<file path="src/rtl/rr_sel_arbiter.sv">
// Four-channel round-robin arbiter driving a 4:1 mux select.
// One dead cycle separates grants; hold time is capped at MAX_HOLD.
module rr_sel_arbiter #(
  parameter int unsigned MAX_HOLD = 8
) (
  input  logic       clk,
  input  logic       rst_n,
  input  logic [3:0] req,
  input  logic       done,
  output logic [1:0] sel,
  output logic [3:0] gnt,
  output logic       valid,
  output logic [7:0] hold_cnt
);

  typedef enum logic {
    IDLE,
    GRANT
  } state_e;

  localparam logic [7:0] HOLD_MAX = 8'(MAX_HOLD);

  state_e     state_q, state_d;
  logic [1:0] ptr_q, ptr_d;
  logic [1:0] sel_q, sel_d;
  logic [3:0] gnt_q, gnt_d;
  logic       valid_q, valid_d;
  logic [7:0] cnt_q, cnt_d;

  logic [1:0] idx;
  logic [1:0] pick;
  logic       found;
  logic       rel;

  // First requester at or after ptr, wrapping mod 4.
  always_comb begin
    idx   = '0;
    pick  = '0;
    found = 1'b0;
    for (int k = 0; k < 4; k++) begin
      idx = ptr_q + 2'(k);
      if (!found && req[idx]) begin
        found = 1'b1;
        pick  = idx;
      end
    end
  end

  assign rel = done | ~req[sel_q] | (cnt_q == HOLD_MAX);

  always_comb begin
    state_d = state_q;
    ptr_d   = ptr_q;
    sel_d   = sel_q;
    gnt_d   = gnt_q;
    valid_d = valid_q;
    cnt_d   = cnt_q;
    unique case (state_q)
      IDLE: begin
        gnt_d   = '0;
        valid_d = 1'b0;
        cnt_d   = '0;
        if (found) begin
          state_d = GRANT;
          sel_d   = pick;
          gnt_d   = 4'b0001 << pick;
          valid_d = 1'b1;
          cnt_d   = 8'd1;
        end
      end
      GRANT: begin
        if (rel) begin
          state_d = IDLE;
          gnt_d   = '0;
          valid_d = 1'b0;
          cnt_d   = '0;
          ptr_d   = sel_q + 2'd1;
        end else begin
          cnt_d = cnt_q + 8'd1;
        end
      end
    endcase
  end

  always_ff @(posedge clk or negedge rst_n) begin
    if (!rst_n) begin
      state_q <= IDLE;
      ptr_q   <= '0;
      sel_q   <= '0;
      gnt_q   <= '0;
      valid_q <= 1'b0;
      cnt_q   <= '0;
    end else begin
      state_q <= state_d;
      ptr_q   <= ptr_d;
      sel_q   <= sel_d;
      gnt_q   <= gnt_d;
      valid_q <= valid_d;
      cnt_q   <= cnt_d;
    end
  end

  assign sel      = sel_q;
  assign gnt      = gnt_q;
  assign valid    = valid_q;
  assign hold_cnt = cnt_q;

endmodule

</file>
<file path="config.mk">
export PLATFORM = sky130hd
export DESIGN_NAME = rr_sel_arbiter
export DESIGN_NICKNAME = d
export VERILOG_FILES = /design/src/rtl/rr_sel_arbiter.sv
export SDC_FILE = /design/constraint.sdc
export NUM_CORES = 1
export LEC_CHECK = 0
export BUFFER_PORTS_ARGS = -buffer_cell sky130_fd_sc_hd__buf_2
export CAP_MARGIN = 25
export CORE_UTILIZATION = 50
export CTS_BUF_LIST = sky130_fd_sc_hd__clkbuf_8
export DETAILED_ROUTE_END_ITERATION = 16
export GPL_TIMING_DRIVEN = 0
export HOLD_SLACK_MARGIN = 0.02
export PLACE_DENSITY = 0.77
export SLEW_MARGIN = 30
export SYNTH_ARGS = -nofsm -noshare
export SYNTH_HDL_FRONTEND = slang
export SYNTH_SLANG_ARGS = --single-unit
</file>
<file path="constraint.sdc">
create_clock -name clk -period 2.2 [get_ports clk]
set_input_delay 0.44 -clock clk [delete_from_list [all_inputs] [get_ports clk]]
set_output_delay 0.44 -clock clk [all_outputs]
set_load 0.02 [all_outputs]
</file>
==> flow_metrics.py <==
metrics = {
    "status": {
        "status": "finished clean",
    },
    "setup_path": {
        "critPathMaxStageDelay_ns": 0.57,
        "critical_path_class": "register to register",
        "crit_path_start_kind": "register",
        "path_delay_family": "simple AND/OR/NAND/NOR gates",
        "critPathCaptureType": "register",
        "crit_path_cell_trace": "or4_1 > o311a_4 > nand2b_4 > mux2_4",
        "cp.required_ns": 2.34,
        "worst-path-max-fanout": 6,
        "critPathArrivalTime_ns": 2.09,
        "critical_path.n_buffers_inverters": 0,
        "worst_path_max_delay_cell": "sky130_fd_sc_hd__or4_1",
    },
    "power": {
        "total_power_after_layout_mw": 1.364,
        "powerDensity_nw_per_um2": 1250,
        "p_leak_nw": 0.5489,
        "vdd_drop_max_v": 0.0008046,
    },
    "synthesis": {
        "post-synth-top-area-cell": "sky130_fd_sc_hd__dfrtp_1",
        "synth_enable_flop_cells": 0,
        "async_flop_share_pct": 100.0,
        "synthFlopType": "sky130_fd_sc_hd__dfrtp_1",
        "seq_area_frac_synth_pct": 50.00,
        "synth_top_cells_by_area": "sky130_fd_sc_hd__dfrtp_1 (50%), sky130_fd_sc_hd__xor2_1 (4.9%), sky130_fd_sc_hd__nor2_1 (4.2%)",
        "postSynthNetCount": 90,
        "synth-seq-cells": 18,
        "netlist.area_leader.share_pct": 50.00,
        "synth_warnings": 0,
        "post_synth.cell_area_avg_um2": 11.12,
        "synthesis.instances": 81,
        "ys_top_cells_by_count": "sky130_fd_sc_hd__dfrtp_1 (18), sky130_fd_sc_hd__nor2_1 (10), sky130_fd_sc_hd__nand2_1 (6)",
        "synth.lib_cells_used.distinct": 31,
        "yosysMostFrequentCell": "sky130_fd_sc_hd__dfrtp_1",
        "synthesis.area_um2": 900.9,
    },
    "sta": {
        "transition_time_of_the_tightest_slew_check_pin_ns": 0.6582,
        "layout_worst_path_cycle_share_pct": 88.80,
        "fin_skew_ns": 0.004587,
        "tns_ns": 0,
        "grt_setup_unrepaired": "no",
        "report.final.slew_viol_count": 0,
        "setup_violations": 0,
        "final_hold_viol_count": 0,
        "timing.slew.headroom_pct": 55.83,
        "timing.final.ws_setup_ns": 0.2464,
        "fmax_ghz": 0.5119,
        "final_period_minus_worst_setup_slack_ns": 1.954,
    },
    "route": {
        "ant_nets": 0,
        "finalWirelength_mm": 1.754,
        "drt_initial_violations": 14,
        "avgViaCountPerCell": 5.446,
        "drt_drc_violations_left": 0,
        "avgRoutedWirePerCell_um": 13.49,
        "dr.pass1.iters": 4,
        "vias": 708,
    },
    "final_layout": {
        "areaGrowthSynthToFinish_pct": 21.11,
        "layout_cell_share_with_drive_strength_beyond_1_pct": 31.13,
        "insertedDiodeCount": 0,
        "final_util_pct": 68.45,
        "final.fill_count": 131,
        "layout.nets": 116,
    },
    "global_route": {
        "gr-usage-met2_pct": 35.00,
        "grt_util_all_layers_pct": 20.96,
        "grt_overflow_total": 0,
        "vias_in_the_first_global_route": 650,
        "globalRouteMet3Util_pct": 5.714,
        "global_route.usage.met1_pct": 26.91,
        "grt_max_degree": 19,
        "antenna_found_initial": 0,
        "grt_busiest_layer": "met2",
        "grt_first_pass_wirelength_mm": 2.939,
    },
    "floorplan": {
        "die_h_um": 44.45,
        "top_level_ports": 22,
        "die_area_um2": 1975,
        "initial_utilization_pct": 56.51,
        "placeableCoreArea_um2": 1594,
        "fp.dieW_um": 44.45,
        "row_count": 14,
    },
    "cts": {
        "htreeDepth": 1,
        "cts.repair.resized": 0,
        "cts_setup_buffers": 0,
        "cts.clk_slew.worst_paths_ns": 0.07,
        "cts_hold_bufs": 0,
        "number_of_buffers_added_by_the_clock_tree_synthesis_step": 3,
        "clock_tree_from_tritoncts": "built",
        "clock_sinks": 18,
        "clock_tree_buf_depth": 2,
        "cts-root-buf": "sky130_fd_sc_hd__clkbuf_8",
        "clock_insertion_delay_worst_skew_ns": 0.25,
    },
    "hold_path": {
        "worst_hold_path_type": "primary input to async pin",
    },
    "placement": {
        "pre_cts_ws_ns": 0.2362,
        "hpwl_mm": 1.317,
        "place_congestion": 0.9470,
        "placement.io_buffers": 21,
    },
    "run": {
        "timing.max_cap.violations": 0,
    },
}
[worst reg2reg max path, stage by stage, from the launching register on]
cell	delay [ns]
sky130_fd_sc_hd__dfrtp_1	0.42
sky130_fd_sc_hd__or4_1	0.57
sky130_fd_sc_hd__o311a_4	0.40
sky130_fd_sc_hd__nand2b_4	0.16
sky130_fd_sc_hd__mux2_4	0.29
[logic make-up (layout without fill, tap and decap cells)]
logic type	after synthesis	count (layout)	share of synthesized area, %
buffers and inverters	5	30	2.084
XOR/XNOR	7	7	6.806
flip-flops	18	18	50.00
multiplexers	5	5	7.777
AO/OA/AOI/OAI	14	14	13.47
AND/OR/NAND/NOR	30	30	17.09
adder cells (fa/ha/maj)	2	2	2.777
[path summary, 6_finish.rpt]
check | startpoint | endpoint | slack, ns | cells after the start
worst max-delay path | hold_cnt[5] | ptr_q[1] | 0.25 | 4
worst min-delay path | rst_n | ptr_q[1] | 0.10 | 1
worst max register to register | hold_cnt[5] | ptr_q[1] | 0.25 | 4
worst min register to register | valid | valid | 0.48 | 1
max in group asynchronous | rst_n | gnt[0] | 1.81 | 1
min in group clk | valid | valid | 0.48 | 1
[registers in the layout, summed over array words and instances, names as in the netlist]
name / cells
gnt: 4
sel: 2
state_q: 1
ptr_q: 2
valid: 1
hold_cnt: 8
[routing by layer]
layer	up-vias	wire [µm]	part of all wire, %
li1	339	-	-
met1	346	760	43
met2	21	886	51
met3	2	98	5.6
met4	0	9	0.51
met5	-	0	0
[cells in the final DEF, fill, tap and decap left out, drive strengths merged]
| cell type | n |
|---|---|
| a32o | 2 |
| nor2b | 1 |
| a221oi | 1 |
| clkbuf | 4 |
| dfrtp | 18 |
| mux4 | 1 |
| o21ai | 1 |
| o21a | 1 |
| or4 | 1 |
| nand4 | 1 |
| and3 | 2 |
| nand2 | 6 |
| mux2 | 3 |
| mux2i | 1 |
| a221o | 1 |
| nand3 | 4 |
| o31ai | 2 |
| buf | 21 |
| a21oi | 2 |
| nor2 | 10 |
| inv | 5 |
| xnor2 | 2 |
| ha | 2 |
| nand2b | 3 |
| o311a | 1 |
| a21o | 2 |
| xor2 | 5 |
| and2 | 2 |
| a311oi | 1 |
[through the flow]
step	std cells	hold WS (ns)	area [µm²]
finish	130	0.1012	1091
global route	130	0.1377	1091
CTS	130	0.1185	1091
detailed placement	126	0.3927	1036
global placement	126	0.3825	1036
floorplan	81	0.1444	900.9
[power breakdown]
part           leakage (nW)  internal (mW)  switching [mW]
registers             0.233          0.434           0.116
logic                 0.287          0.251           0.297
clock network        0.0288          0.159           0.107
total                 0.549          0.844           0.520
[final cells by class]
class	count	area, µm²	area share [%]
flip-flops and latches	18	450.4	41.28
clock buffers	4	55.05	5.046
inverters	5	18.77	1.720
well taps	24	30.03	2.752
multi-input cells	58	431.7	39.56
repair buffers	21	105.1	9.633
Power figures use the tool's default switching activity.
